File: src/rtl/spi_master_buffer_if.sv
// spi_master_buffer_if
// Parent-side handshake bundle for spi_master_buffer.
//   start  : single-cycle frame request (parent -> block)
//   length : byte count 1..4, 0 ignored, 5..7 clamp to 4 (parent -> block)
//   tx     : bytes to send, tx[0] first (parent -> block)
//   rx     : received bytes, rx[i] written when byte i completes (block -> parent)
//   busy   : frame in progress (block -> parent)
//   done   : one-cycle end-of-frame pulse (block -> parent)
// Modports: master = parent FSM side, slave = spi_master_buffer side.
interface spi_master_buffer_if;
   logic            start;
   logic [2:0]      length;
   logic [3:0][7:0] tx;
   logic [3:0][7:0] rx;
   logic            busy;
   logic            done;

   modport master (output start, output length, output tx,
                   input  rx,    input  busy,   input  done);
   modport slave  (input  start, input  length, input  tx,
                   output rx,    output busy,   output done);
endinterface

File: src/rtl/spi_master_buffer.sv
// spi_master_buffer
// SPI initiator, mode 0, MSB first. Sends a 1..4 byte frame and captures
// the same number of response bytes. SCLK half-period = CLK_DIV clk cycles.
// Ports:
//   clk      : system clock, rising edge
//   reset    : asynchronous active-high reset; aborts any frame
//   bus      : parent handshake (start/length/tx in, rx/busy/done out)
//   spi_sclk : SPI clock, idles low
//   spi_cs_n : chip select, active low, idles high
//   spi_tx   : MOSI
//   spi_rx   : MISO, used unsynchronised
module spi_master_buffer #(
   parameter int unsigned CLK_DIV = 2
) (
   input  logic                  clk,
   input  logic                  reset,
   spi_master_buffer_if.slave    bus,
   output logic                  spi_sclk,
   output logic                  spi_cs_n,
   output logic                  spi_tx,
   input  logic                  spi_rx
);

   localparam logic [2:0] ST_IDLE  = 3'd0;
   localparam logic [2:0] ST_LEAD  = 3'd1;
   localparam logic [2:0] ST_HIGH  = 3'd2;
   localparam logic [2:0] ST_LOW   = 3'd3;
   localparam logic [2:0] ST_TRAIL = 3'd4;

   localparam int unsigned CW = (CLK_DIV > 1) ? $clog2(CLK_DIV) : 1;
   localparam logic [CW-1:0] CNT_LAST = CW'(CLK_DIV - 1);
   localparam logic [CW-1:0] CNT_ZERO = CW'(0);
   localparam logic [CW-1:0] CNT_ONE  = CW'(1);

   logic [2:0]      state_r;
   logic [CW-1:0]   cnt_r;
   logic            sclk_r;
   logic            cs_n_r;
   logic            mosi_r;
   logic            busy_r;
   logic            done_r;
   logic [3:0][7:0] rx_r;
   logic [3:0][7:0] tx_l_r;
   logic [7:0]      tx_sh_r;
   logic [7:0]      rx_sh_r;
   logic [2:0]      byte_r;
   logic [2:0]      bit_r;
   logic [2:0]      len_r;

   logic            wrap_s;
   logic            start_ok_s;
   logic [2:0]      len_eff_s;
   logic [2:0]      nxt_byte_s;

   assign wrap_s     = (cnt_r == CNT_LAST);
   assign start_ok_s = bus.start && (bus.length != 3'd0) && (state_r == ST_IDLE);
   assign nxt_byte_s = byte_r + 3'd1;

   // Clamp oversize byte counts to the four-byte buffer.
   always_comb begin
      len_eff_s = bus.length;
      if (bus.length > 3'd4) begin
         len_eff_s = 3'd4;
      end else begin
         len_eff_s = bus.length;
      end
   end

   // Half-period counter: every non-idle state lasts exactly CLK_DIV cycles.
   always_ff @(posedge clk or posedge reset) begin
      if (reset) begin
         cnt_r <= CNT_ZERO;
      end else if ((state_r == ST_IDLE) || wrap_s) begin
         cnt_r <= CNT_ZERO;
      end else begin
         cnt_r <= cnt_r + CNT_ONE;
      end
   end

   // Frame sequencer; all SPI pins and handshake outputs are registered here.
   always_ff @(posedge clk or posedge reset) begin
      if (reset) begin
         state_r <= ST_IDLE;
         cs_n_r  <= 1'b1;
         sclk_r  <= 1'b0;
         mosi_r  <= 1'b0;
         busy_r  <= 1'b0;
         done_r  <= 1'b0;
         rx_r    <= 32'h0;
         tx_l_r  <= 32'h0;
         tx_sh_r <= 8'h00;
         rx_sh_r <= 8'h00;
         byte_r  <= 3'd0;
         bit_r   <= 3'd0;
         len_r   <= 3'd0;
      end else begin
         done_r <= 1'b0;
         case (state_r)
            ST_IDLE: begin
               if (start_ok_s) begin
                  state_r <= ST_LEAD;
                  cs_n_r  <= 1'b0;
                  busy_r  <= 1'b1;
                  tx_l_r  <= bus.tx;
                  tx_sh_r <= bus.tx[0];
                  mosi_r  <= bus.tx[0][7];
                  len_r   <= len_eff_s;
                  byte_r  <= 3'd0;
                  bit_r   <= 3'd0;
               end
            end
            ST_LEAD, ST_LOW: begin
               // Rising SCLK: capture MISO on the same edge.
               if (wrap_s) begin
                  state_r <= ST_HIGH;
                  sclk_r  <= 1'b1;
                  rx_sh_r <= {rx_sh_r[6:0], spi_rx};
               end
            end
            ST_HIGH: begin
               // Falling SCLK: advance MOSI, or close out a completed byte.
               if (wrap_s) begin
                  state_r <= ST_LOW;
                  sclk_r  <= 1'b0;
                  if (bit_r == 3'd7) begin
                     bit_r              <= 3'd0;
                     rx_r[byte_r[1:0]]  <= rx_sh_r;
                     byte_r             <= nxt_byte_s;
                     if (nxt_byte_s == len_r) begin
                        // Last byte: this low phase doubles as the CS trail time.
                        state_r <= ST_TRAIL;
                        mosi_r  <= 1'b0;
                     end else begin
                        tx_sh_r <= tx_l_r[nxt_byte_s[1:0]];
                        mosi_r  <= tx_l_r[nxt_byte_s[1:0]][7];
                     end
                  end else begin
                     bit_r   <= bit_r + 3'd1;
                     tx_sh_r <= {tx_sh_r[6:0], 1'b0};
                     mosi_r  <= tx_sh_r[6];
                  end
               end
            end
            ST_TRAIL: begin
               if (wrap_s) begin
                  state_r <= ST_IDLE;
                  cs_n_r  <= 1'b1;
                  busy_r  <= 1'b0;
                  done_r  <= 1'b1;
               end
            end
            default: begin
               state_r <= ST_IDLE;
               cs_n_r  <= 1'b1;
               sclk_r  <= 1'b0;
               mosi_r  <= 1'b0;
               busy_r  <= 1'b0;
            end
         endcase
      end
   end

   assign bus.rx   = rx_r;
   assign bus.busy = busy_r;
   assign bus.done = done_r;
   assign spi_sclk = sclk_r;
   assign spi_cs_n = cs_n_r;
   assign spi_tx   = mosi_r;

endmodule

File: src/flat_wrapper.sv
// flat-port wrapper written by rule: the top's interface ports become plain ports
module spi_master_buffer_flat 
#(
   parameter int unsigned CLK_DIV = 2
)
  (clk, reset, spi_sclk, spi_cs_n, spi_tx, spi_rx, bus_start, bus_length, bus_tx, bus_rx, bus_busy, bus_done);
  spi_master_buffer_if bus_i ();
  input  logic clk;
  input  logic reset;
  output logic spi_sclk;
  output logic spi_cs_n;
  output logic spi_tx;
  input  logic spi_rx;
  input wire logic [$bits(bus_i.start)-1:0] bus_start;
  input wire logic [$bits(bus_i.length)-1:0] bus_length;
  input wire logic [$bits(bus_i.tx)-1:0] bus_tx;
  output wire logic [$bits(bus_i.rx)-1:0] bus_rx;
  output wire logic [$bits(bus_i.busy)-1:0] bus_busy;
  output wire logic [$bits(bus_i.done)-1:0] bus_done;
  assign bus_i.start = bus_start;
  assign bus_i.length = bus_length;
  assign bus_i.tx = bus_tx;
  assign bus_rx = bus_i.rx;
  assign bus_busy = bus_i.busy;
  assign bus_done = bus_i.done;
  spi_master_buffer #(.CLK_DIV(CLK_DIV)) u_core (.clk(clk), .reset(reset), .bus(bus_i), .spi_sclk(spi_sclk), .spi_cs_n(spi_cs_n), .spi_tx(spi_tx), .spi_rx(spi_rx));
endmodule
File: config.mk
export PLATFORM = sky130hd
export DESIGN_NAME = spi_master_buffer_flat
export DESIGN_NICKNAME = d
export VERILOG_FILES = /design/src/rtl/spi_master_buffer_if.sv /design/src/rtl/spi_master_buffer.sv /design/src/flat_wrapper.sv
export SDC_FILE = /design/constraint.sdc
export NUM_CORES = 1
export LEC_CHECK = 0
export CAP_MARGIN = 0
export CELL_PAD_IN_SITES_DETAIL_PLACEMENT = 0
export CELL_PAD_IN_SITES_GLOBAL_PLACEMENT = 2
export CORE_ASPECT_RATIO = 0.5
export CORE_MARGIN = 3
export CORE_UTILIZATION = 36
export CTS_CLUSTER_SIZE = 12
export DETAILED_ROUTE_END_ITERATION = 10
export GPL_TIMING_DRIVEN = 1
export PLACE_DENSITY = 0.91
export REMOVE_ABC_BUFFERS = 1
export SLEW_MARGIN = 20
export SYNTH_ARGS = -nofsm -noshare
export SYNTH_HDL_FRONTEND = slang
export SYNTH_SLANG_ARGS = --single-unit
File: constraint.sdc
create_clock -name clk -period 3.9 [get_ports clk]
set_input_delay 0.78 -clock clk [delete_from_list [all_inputs] [get_ports clk]]
set_output_delay 0.78 -clock clk [all_outputs]
set_load 0.005 [all_outputs]
==> impl_metrics.yaml, run 1 <==
critical_path:
  reg2reg_to: "u_core.tx_sh_r[6]"
  r2r_cells: 6
  worstPathRequired_ns: 4.12
  crit_path_end_kind: "flip-flop"
  rrSetupSlack_ns: 1.02
  cp_max_fo: 14
  crit_type: "flip-flop to flip-flop"
  arrival_ns: 3.10
  r2r_start: "u_core.byte_r[0]"
  start_kind: "flip-flop"
placed_design:
  gp_congestion: 0.774
  place_hpwl_um: 6270
  portBuffers: 75
  place_ws_ns: 1.04
global_route:
  grt_pass1_wl_um: 14800
  grt_max_degree: 58
  grt_pass1_vias: 2764
  grt_use_total_pct: 13.8
  antenna_found_initial: 0
  grt_overflow: 0
cts:
  post-cts-setup-buffer-count: 0
  cts_made_buffers: 9
  cts_buffer_depth: 2
  cts.sinks: 97
  cts_root_buf: "clkbuf_16"
  post_cts_resized: 0
  cts.reportedPaths.clkPinSlew_ns: 0.06
  cts_hold_buf: 0
  cts_max_level: 3
  cts_tree: "yes"
  clk_latency_ns: 0.33
layout:
  drive_gt1_share_pct: 31.7
  fillers: 1001
  regArea_um2: 2430
  multi_input_area_um2: 1750
  nNetsFinal: 418
  syn2layout_area_growth_pct: 28.4
  antennaDiodeCount: 0
detailed_routing:
  final_antenna_net_count: 0
  dr.pass1.iters: 4
  drtIter0Drc: 105
  vias_per_cell: 4.96
  wire_per_inst_um: 16.6
  vias: 2662
  drc: 0
  wl_um: 8940
synth:
  syn_inst: 298
  yosysSeqAreaShare_pct: 57.0
  async_flop_share_pct: 100
  synth_ff_type: "dfrtp_1"
  syn_avg_cell_area_um2: 14.3
  synth_edf_count: 0
  synth_top_area_share_pct: 56.4
  synth_area_leaders: "dfrtp_1 (56%), mux2_2 (21%), mux4_2 (4.2%)"
  ys_ff_latch: 97
  ys_types: 41
  yosys_warnings: 0
  synth_area_um2: 4260
  synth.largest_area_cell: "dfrtp_1"
power:
  ir_drop_mv: 0.244
  p_total_mw: 3.72
  p_per_area_nw_per_um2: 681
  power_leakage_nw: 2.36
die:
  rows: 27
  fp.dieH_um: 82.9
  die-area_um2: 13200
  ioPinCount: 76
  initial_core_util_pct: 37.8
  core_um2: 11200
  die_w_um: 160
job:
  cap_violations: 0
timing:
  final-hold-violation-count: 0
  fin_setup_tns_ns: 0
  period_needed_ns: 2.88
  timing.slew.headroom_pct: 42.0
  drv_slew: 0
  clock.fmax_ghz: 0.347
  setup_viol: 0
  finalCritPeriodShare_pct: 73.8
  skew_ns: 0.00758
  worstMarginPinSlew_ns: 0.869
  worst_slack_ns: 1.02
  rsz0062_at_grt: "false"
worst_hold_path:
  min-delay-start: "u_core.bus.rx[7]"
  holdPathEnd: "u_core.bus.rx[7]"
  hold_class: "flip-flop to flip-flop"
  holdPathStages: 1
status:
  status: "finished, final reports clean"
-- cell usage after synthesis (2+ instances only) --
library cell and instances:
inv_1 3, buf_2 8, clkbuf_1 3, dfrtp_1 96, nand2_2 4, nand3_1 2
mux4_2 8, nand2b_1 3, nand2_1 12, mux2_2 80, buf_4 2, mux2i_1 7
a32o_1 3, a21oi_1 11, nand3b_1 2, ha_1 6, nor2_1 14, o21ai_0 11
-- cells in the final DEF (no fill, tap or decap), types with 3 or more instances in the layout --
cell type	count
a32o_1	3
o21ai_0	11
nand2_2	4
nand2_1	12
clkbuf_16	9
nand2b_1	3
mux2i_1	7
mux2_2	80
clkdlybuf4s50_1	75
ha_1	6
a21oi_1	11
mux4_2	8
buf_4	3
dfrtp_1	96
nor2_1	14
-- critical path: stages, from the launching register on --
cell and delay, ns:
dfrtp_1 0.75, inv_1 0.15, ha_1 0.72, mux4_2 0.58
mux2i_1 0.16, a21oi_1 0.09, mux2_2 0.31
-- through the flow --
stage | util, % | instances | instance area (µm²) | hold slack, ns
after global placement | 45.9 | 521 | 5160 | 0.475
after CTS | 48.6 | 537 | 5470 | 0.509
after detailed placement | 45.9 | 521 | 5160 | 0.491
final | 48.6 | 537 | 5470 | 0.501
after floorplan | - | 284 | 4190 | 0.469
after global routing | 48.6 | 537 | 5470 | 0.524
-- where the power goes --
part | switching [mW] | internal, mW
Sequential | 0.299 | 1.37
Combinational | 0.450 | 0.719
Clock | 0.370 | 0.516
Total | 1.12 | 2.60
-- kinds of logic after synthesis --
group | after synthesis | share of synthesized area (%)
mux | 96 | 27.3
buf+inv | 17 | 1.91
xor+xnor | 3 | 0.970
fa+ha+maj | 6 | 1.76
simple gates | 49 | 6.35
compound gates | 30 | 4.67
flops | 97 | 57.0
-- per-layer routing --
layer / track usage, % / vias to the layer above / part of all wire [%]
met5: 0 / - / 0
met1: 18.0 / 1360 / 44
met2: 23.4 / 59 / 51
li1: - / 1232 / -
met4: 3.54 / 0 / 1.1
met3: 3.19 / 11 / 3.6
-- state kept, by name, summed over array words and instances (netlist names) --
register / cells
u_core.spi_cs_n: 1
u_core.state_r: 3
u_core.spi_sclk: 1
u_core.len_r: 3
u_core.spi_tx: 1
u_core.bus.done: 1
u_core.rx_sh_r: 8
u_core.tx_l_r: 32
u_core.byte_r: 3
u_core.bit_r: 3
u_core.cnt_r: 1
u_core.tx_sh_r: 7
u_core.bus.busy: 1
u_core.bus.rx: 32
-- worst max-delay path by stage --
stage / endpoint / from / depth (start not counted) / slack (ns)
global placement: u_core.tx_sh_r[4] / u_core.byte_r[0] / 6 / 1.18
global route: u_core.tx_sh_r[1] / u_core.byte_r[0] / 6 / 0.85
detailed placement: u_core.tx_sh_r[4] / u_core.byte_r[0] / 6 / 1.04
finish: u_core.tx_sh_r[6] / u_core.byte_r[0] / 6 / 1.02
floorplan: u_core.bit_r[0] / reset / 1 / 0.59
CTS: u_core.tx_sh_r[1] / u_core.byte_r[0] / 6 / 0.99
-- cell type report --
type	instances	area share (%)
clock inverter	6	1.19
timing repair buffer	78	14.1
tap	159	3.64
clock buffer	10	4.37
sequential	97	44.4
inverter	3	0.252
multi-input combinational	184	32.0
Power figures use the tool's default switching activity.
==> inputs of run 2 (changes only) <==
==> constraint.sdc (replaced) <==
create_clock -name clk -period 3 [get_ports clk]
set_input_delay 0.6 -clock clk [delete_from_list [all_inputs] [get_ports clk]]
set_output_delay 0.6 -clock clk [all_outputs]
set_load 0.005 [all_outputs]
==> run 2 against run 1 <==
  * First-iteration DRC count increased by 3.8%
  * Fmax increased by 23%
  * Power increased by 28%
  * Design area increased by 0.39%
  * Sequential power increased by 28%
  * Global-route usage decreased by 0.065 points
  * Setup slack got worse by 0.35 ns
  * Highest routed layer unchanged
==> impl_metrics.yaml, run 2 (same netlist as run 1, synthesis figures left out) <==
detailed_routing:
  wl_um: 8660
  vias: 2671
  final_antenna_net_count: 0
  vias_per_cell: 4.94
  drc: 0
  dr.pass1.iters: 4
  wire_per_inst_um: 16.0
  drtIter0Drc: 109
timing:
  fin_setup_tns_ns: 0
  timing.slew.headroom_pct: 43.3
  period_needed_ns: 2.33
  drv_slew: 0
  rsz0062_at_grt: "false"
  finalCritPeriodShare_pct: 77.7
  clock.fmax_ghz: 0.429
  final-hold-violation-count: 0
  skew_ns: 0.00422
  setup_viol: 0
  worstMarginPinSlew_ns: 0.849
critical_path:
  r2r_start: "u_core.byte_r[1]"
  cp_max_fo: 6
  start_kind: "flip-flop"
  critPathTopFamily: "multiplexers"
  rrSetupSlack_ns: 0.67
  crit_path_end_kind: "flip-flop"
  r2r_cells: 7
  reg2reg_to: "u_core.tx_sh_r[2]"
  cp_slowest_stage_delay_ns: 0.52
  crit_type: "flip-flop to flip-flop"
  arrival_ns: 2.55
  slowest_stage: "mux4_2"
  worstPathCellList: "inv_1 > ha_1 > buf_4 > mux4_2 > mux2i_1 > a21oi_1 > mux2_2"
  path_buf_inv: 2
  worstPathRequired_ns: 3.22
worst_hold_path:
  hold_class: "flip-flop to flip-flop"
  min-delay-start: "u_core.tx_l_r[1]"
  holdPathEnd: "u_core.tx_l_r[1]"
  holdPathStages: 1
layout:
  syn2layout_area_growth_pct: 28.9
  final_common_cell: "dfrtp_1"
  fin_util_pct: 48.8
  drive_gt1_share_pct: 32.5
  antennaDiodeCount: 0
  finalNonFillerCells: 541
  nNetsFinal: 422
  layout_common_cells: "dfrtp_1 (96), mux2_2 (80), clkdlybuf4s50_1 (75)"
cts:
  cts_tree: "yes"
  cts_root_buf: "clkbuf_16"
  cts_hold_buf: 0
  post_cts_resized: 0
  clk_latency_ns: 0.34
  cts.sinks: 97
  cts_made_buffers: 9
  cts_max_level: 3
  post-cts-setup-buffer-count: 0
  cts_buffer_depth: 2
  cts.reportedPaths.clkPinSlew_ns: 0.06
die:
  die_w_um: 160
  die-area_um2: 13200
  rows: 27
  ioPinCount: 76
  fp.dieH_um: 82.9
  core_um2: 11200
  initial_core_util_pct: 37.8
global_route:
  antenna_found_initial: 0
  grt_max_degree: 48
  grt_pass1_wl_um: 14800
  grt_use_total_pct: 13.7
  grt_pass1_vias: 2918
  grt_overflow: 0
status:
  status: "finished, final reports clean"
placed_design:
  portBuffers: 75
  place_hpwl_um: 6310
  gp_congestion: 0.787
  place_inst: 525
job:
  cap_violations: 0
power:
  ir_drop_mv: 0.312
  p_per_area_nw_per_um2: 868
  power_leakage_nw: 2.38
-- run 2: cell count changes in the layout (fill, tap and decap cells not counted) --
cell	before	now
buf_4	3	6
buf_12	0	1
bufinv_16	1	0
clkbuf_8	1	2
clkinv_2	2	3
clkinv_4	1	0
clkinvlp_4	1	2
inv_6	1	0
-- run 2: cell type report --
cell class / count / area (µm²)
inverters: 3 / 13.8
multi-input cells: 184 / 1750
flip-flops and latches: 97 / 2430
clock inverters: 5 / 30.0
clock buffers: 11 / 253
repair buffers: 82 / 816
well taps: 159 / 199
fillers: 990 / 5760
-- run 2: per-layer routing --
layer  vias to the layer above  GRT usage [%]  wire length [µm]
met2                        53           23.7              4490
met5                         -              0                 0
met3                        10           3.39               360
met4                         0           4.02                99
met1                      1371           17.2              3710
li1                       1237              -                 -
-- run 2: power by group --
part / switching (mW) / internal (mW) / total (mW)
logic: 0.619 / 0.956 / 1.58
clock network: 0.457 / 0.602 / 1.06
registers: 0.349 / 1.78 / 2.13
-- run 2: worst register-to-register path: cells and delay by family, from the launching register on --
kind	cells	cell delay [ns]
multiplexers	3	0.97
adder cells (fa/ha/maj)	1	0.45
flip-flops	1	0.38
buffers and inverters	2	0.34
AO/OA/AOI/OAI	1	0.08
-- run 2: worst max-delay path by stage --
stage                startpoint                 to  slack, ns  cells after the start
2_1_floorplan             reset    u_core.bit_r[0]      -0.13                      1
3_3_place_gp      bus_length[2]  u_core.tx_sh_r[2]       0.61                      5
3_5_place_dp      bus_length[2]   u_core.tx_l_r[7]       0.55                      5
4_1_cts        u_core.byte_r[1]  u_core.tx_sh_r[3]       0.64                      7
5_1_grt        u_core.byte_r[1]  u_core.tx_sh_r[5]       0.52                      7
6_report       u_core.byte_r[1]  u_core.tx_sh_r[2]       0.67                      7
-- run 2: stage by stage --
| stage | setup WS, ns | hold WS, ns | area (µm²) | power (mW) |
|---|---|---|---|---|
| floorplan | -0.132 | 0.469 | 4190 | 3.17 |
| global placement | 0.608 | 0.474 | 5200 | 3.65 |
| detailed placement | 0.548 | 0.488 | 5200 | 3.76 |
| CTS | 0.639 | 0.502 | 5490 | 4.84 |
| global route | 0.517 | 0.524 | 5490 | 5.08 |
| finish | 0.670 | 0.502 | 5490 | 4.76 |
==> inputs of run 3 (changes only) <==
==> constraint.sdc (replaced) <==
create_clock -name clk -period 2.39 [get_ports clk]
set_input_delay 0.478 -clock clk [delete_from_list [all_inputs] [get_ports clk]]
set_output_delay 0.478 -clock clk [all_outputs]
set_load 0.005 [all_outputs]
==> run 3 against run 2 <==
  * Worst hold slack lost 0.0065 ns
  * Highest routed layer unchanged
  * Fmax is 9.4% higher
  * Combinational power increased by 30%
  * Power grew 33%
  * Clock skew is 0.0038 ns higher
  * First-iteration DRC count down 14%
  * Sequential share of layout area down 1.0 points
  * Largest power group unchanged
  * Die area unchanged
  * Setup slack worse by 0.41 ns
  * Utilization grew 1.2 points
  * Global-route usage grew 0.74 points
==> impl_metrics.yaml, run 3 (same netlist as run 1, synthesis figures left out) <==
status:
  status: "finished, final reports clean"
detailed_routing:
  drtIter0Drc: 94
  dr.pass1.iters: 5
  final_antenna_net_count: 0
  vias_per_cell: 4.91
  vias: 2675
  wire_per_inst_um: 16.5
  wl_um: 8990
  drc: 0
job:
  cap_violations: 0
layout:
  drive_gt1_share_pct: 32.9
  multi_input_area_um2: 1750
  layout_common_cells: "dfrtp_1 (96), mux2_2 (80), clkdlybuf4s50_1 (75)"
  finalNonFillerCells: 545
  regArea_um2: 2430
  syn2layout_area_growth_pct: 32.0
  antennaDiodeCount: 0
  fin_area_um2: 5620
  final_common_cell: "dfrtp_1"
  nNetsFinal: 428
  fillers: 948
timing:
  drv_slew: 0
  worstMarginPinSlew_ns: 0.533
  period_needed_ns: 2.13
  skew_ns: 0.00798
  clock.fmax_ghz: 0.470
  setup_viol: 0
  timing.slew.headroom_pct: 64.4
  final-hold-violation-count: 0
  worst_slack_ns: 0.260
  rsz0062_at_grt: "false"
  finalCritPeriodShare_pct: 89.1
  fin_setup_tns_ns: 0
placed_design:
  place_hpwl_um: 6430
  placed_cell_area_um2: 5290
  gp_congestion: 0.739
  place_inst: 531
  place_ws_ns: 0.0877
  portBuffers: 75
die:
  fp.dieH_um: 82.9
  ioPinCount: 76
  die_w_um: 160
  core_um2: 11200
  rows: 27
  initial_core_util_pct: 37.8
  die-area_um2: 13200
cts:
  cts.sinks: 97
  cts_hold_buf: 0
  cts_max_level: 3
  cts_root_buf: "clkbuf_16"
  cts_tree: "yes"
  cts.reportedPaths.clkPinSlew_ns: 0.06
  cts_made_buffers: 9
  post-cts-setup-buffer-count: 0
  clk_latency_ns: 0.34
  cts_buffer_depth: 2
  post_cts_resized: 0
power:
  p_sw_mw: 1.83
  p_clk_share_pct: 25.3
  swShare_pct: 28.7
  internal_power_mw: 4.53
  pwr-share-comb_pct: 32.4
  seq_power_share_pct: 42.3
  power_leakage_nw: 2.45
  p_per_area_nw_per_um2: 1130
  ir_drop_mv: 0.437
critical_path:
  arrival_ns: 2.35
  cp_max_fo: 10
  critPathLaunch: "u_core.byte_r[1]"
  worstPathRequired_ns: 2.61
  crit_type: "flip-flop to flip-flop"
  crit_path_end_kind: "flip-flop"
  start_kind: "flip-flop"
  r2r_start: "u_core.byte_r[1]"
worst_hold_path:
  hold_class: "flip-flop to flip-flop"
  min-delay-start: "u_core.bus.rx[7]"
global_route:
  antenna_found_initial: 0
  grt_pass1_wl_um: 15400
  grt_pass1_vias: 2880
  grt_max_degree: 40
  grt_overflow: 0
  grt_use_total_pct: 14.5
## run 3: cell types whose count changed in the layout (fill, tap and decap cells not counted), sizes merged
cell and change:
clkinv -3, bufinv +3, clkinvlp -2, buf +6
## run 3: final cells by class
cell class / instances / share of cell area [%]
multi-input combinational: 184 / 31.1
tap: 159 / 3.54
clock inverter: 3 / 1.60
inverter: 3 / 0.245
timing repair buffer: 88 / 16.0
clock buffer: 11 / 4.32
sequential: 97 / 43.2
## run 3: routing by layer
layer	GRT usage, %	vias to the layer above	routed length (µm)
li1	-	1251	-
met1	18.0	1364	3930
met2	25.1	54	4650
met3	4.04	6	341
met4	3.54	0	69
met5	0	-	0
## run 3: through the flow
stage / utilization, % / total power, mW / hold slack [ns]
finish: 50.0 / 6.36 / 0.495
global route: 50.0 / 6.77 / 0.515
CTS: 50.0 / 6.45 / 0.503
detailed placement: 47.0 / 4.79 / 0.490
global placement: 47.0 / 4.66 / 0.475
floorplan: - / 3.98 / 0.469
## run 3: path summary, 6_finish.rpt
check | slack [ns] | cells past startpoint | endpoint
hold / removal | 0.50 | 1 | u_core.bus.rx[7]
hold reg to reg | 0.50 | 1 | u_core.bus.rx[7]
setup / recovery | 0.26 | 7 | u_core.tx_sh_r[2]
setup reg to reg | 0.26 | 7 | u_core.tx_sh_r[2]
max in group asynchronous | 1.29 | 3 | u_core.bus.rx[1]
min in group asynchronous | 0.53 | 2 | u_core.bus.done
## run 3: power by group through the flow
| stage | combinational (mW) | clock, mW | sequential (mW) |
|---|---|---|---|
| 3_3_place_gp | 2.00 | 0 | 2.65 |
| 2_1_floorplan | 1.39 | 0 | 2.59 |
| 6_report | 2.06 | 1.61 | 2.69 |
| 3_5_place_dp | 2.08 | 0 | 2.72 |
| 4_1_cts | 2.10 | 1.66 | 2.69 |
| 5_1_grt | 2.26 | 1.74 | 2.77 |
## run 3: critical path, stage by stage, from the launching register on
cell and delay [ns]:
dfrtp_1 0.37, inv_1 0.09, ha_1 0.32, buf_12 0.17, xor2_1 0.23, nor3_2 0.12, a31oi_4 0.33, mux2_2 0.38
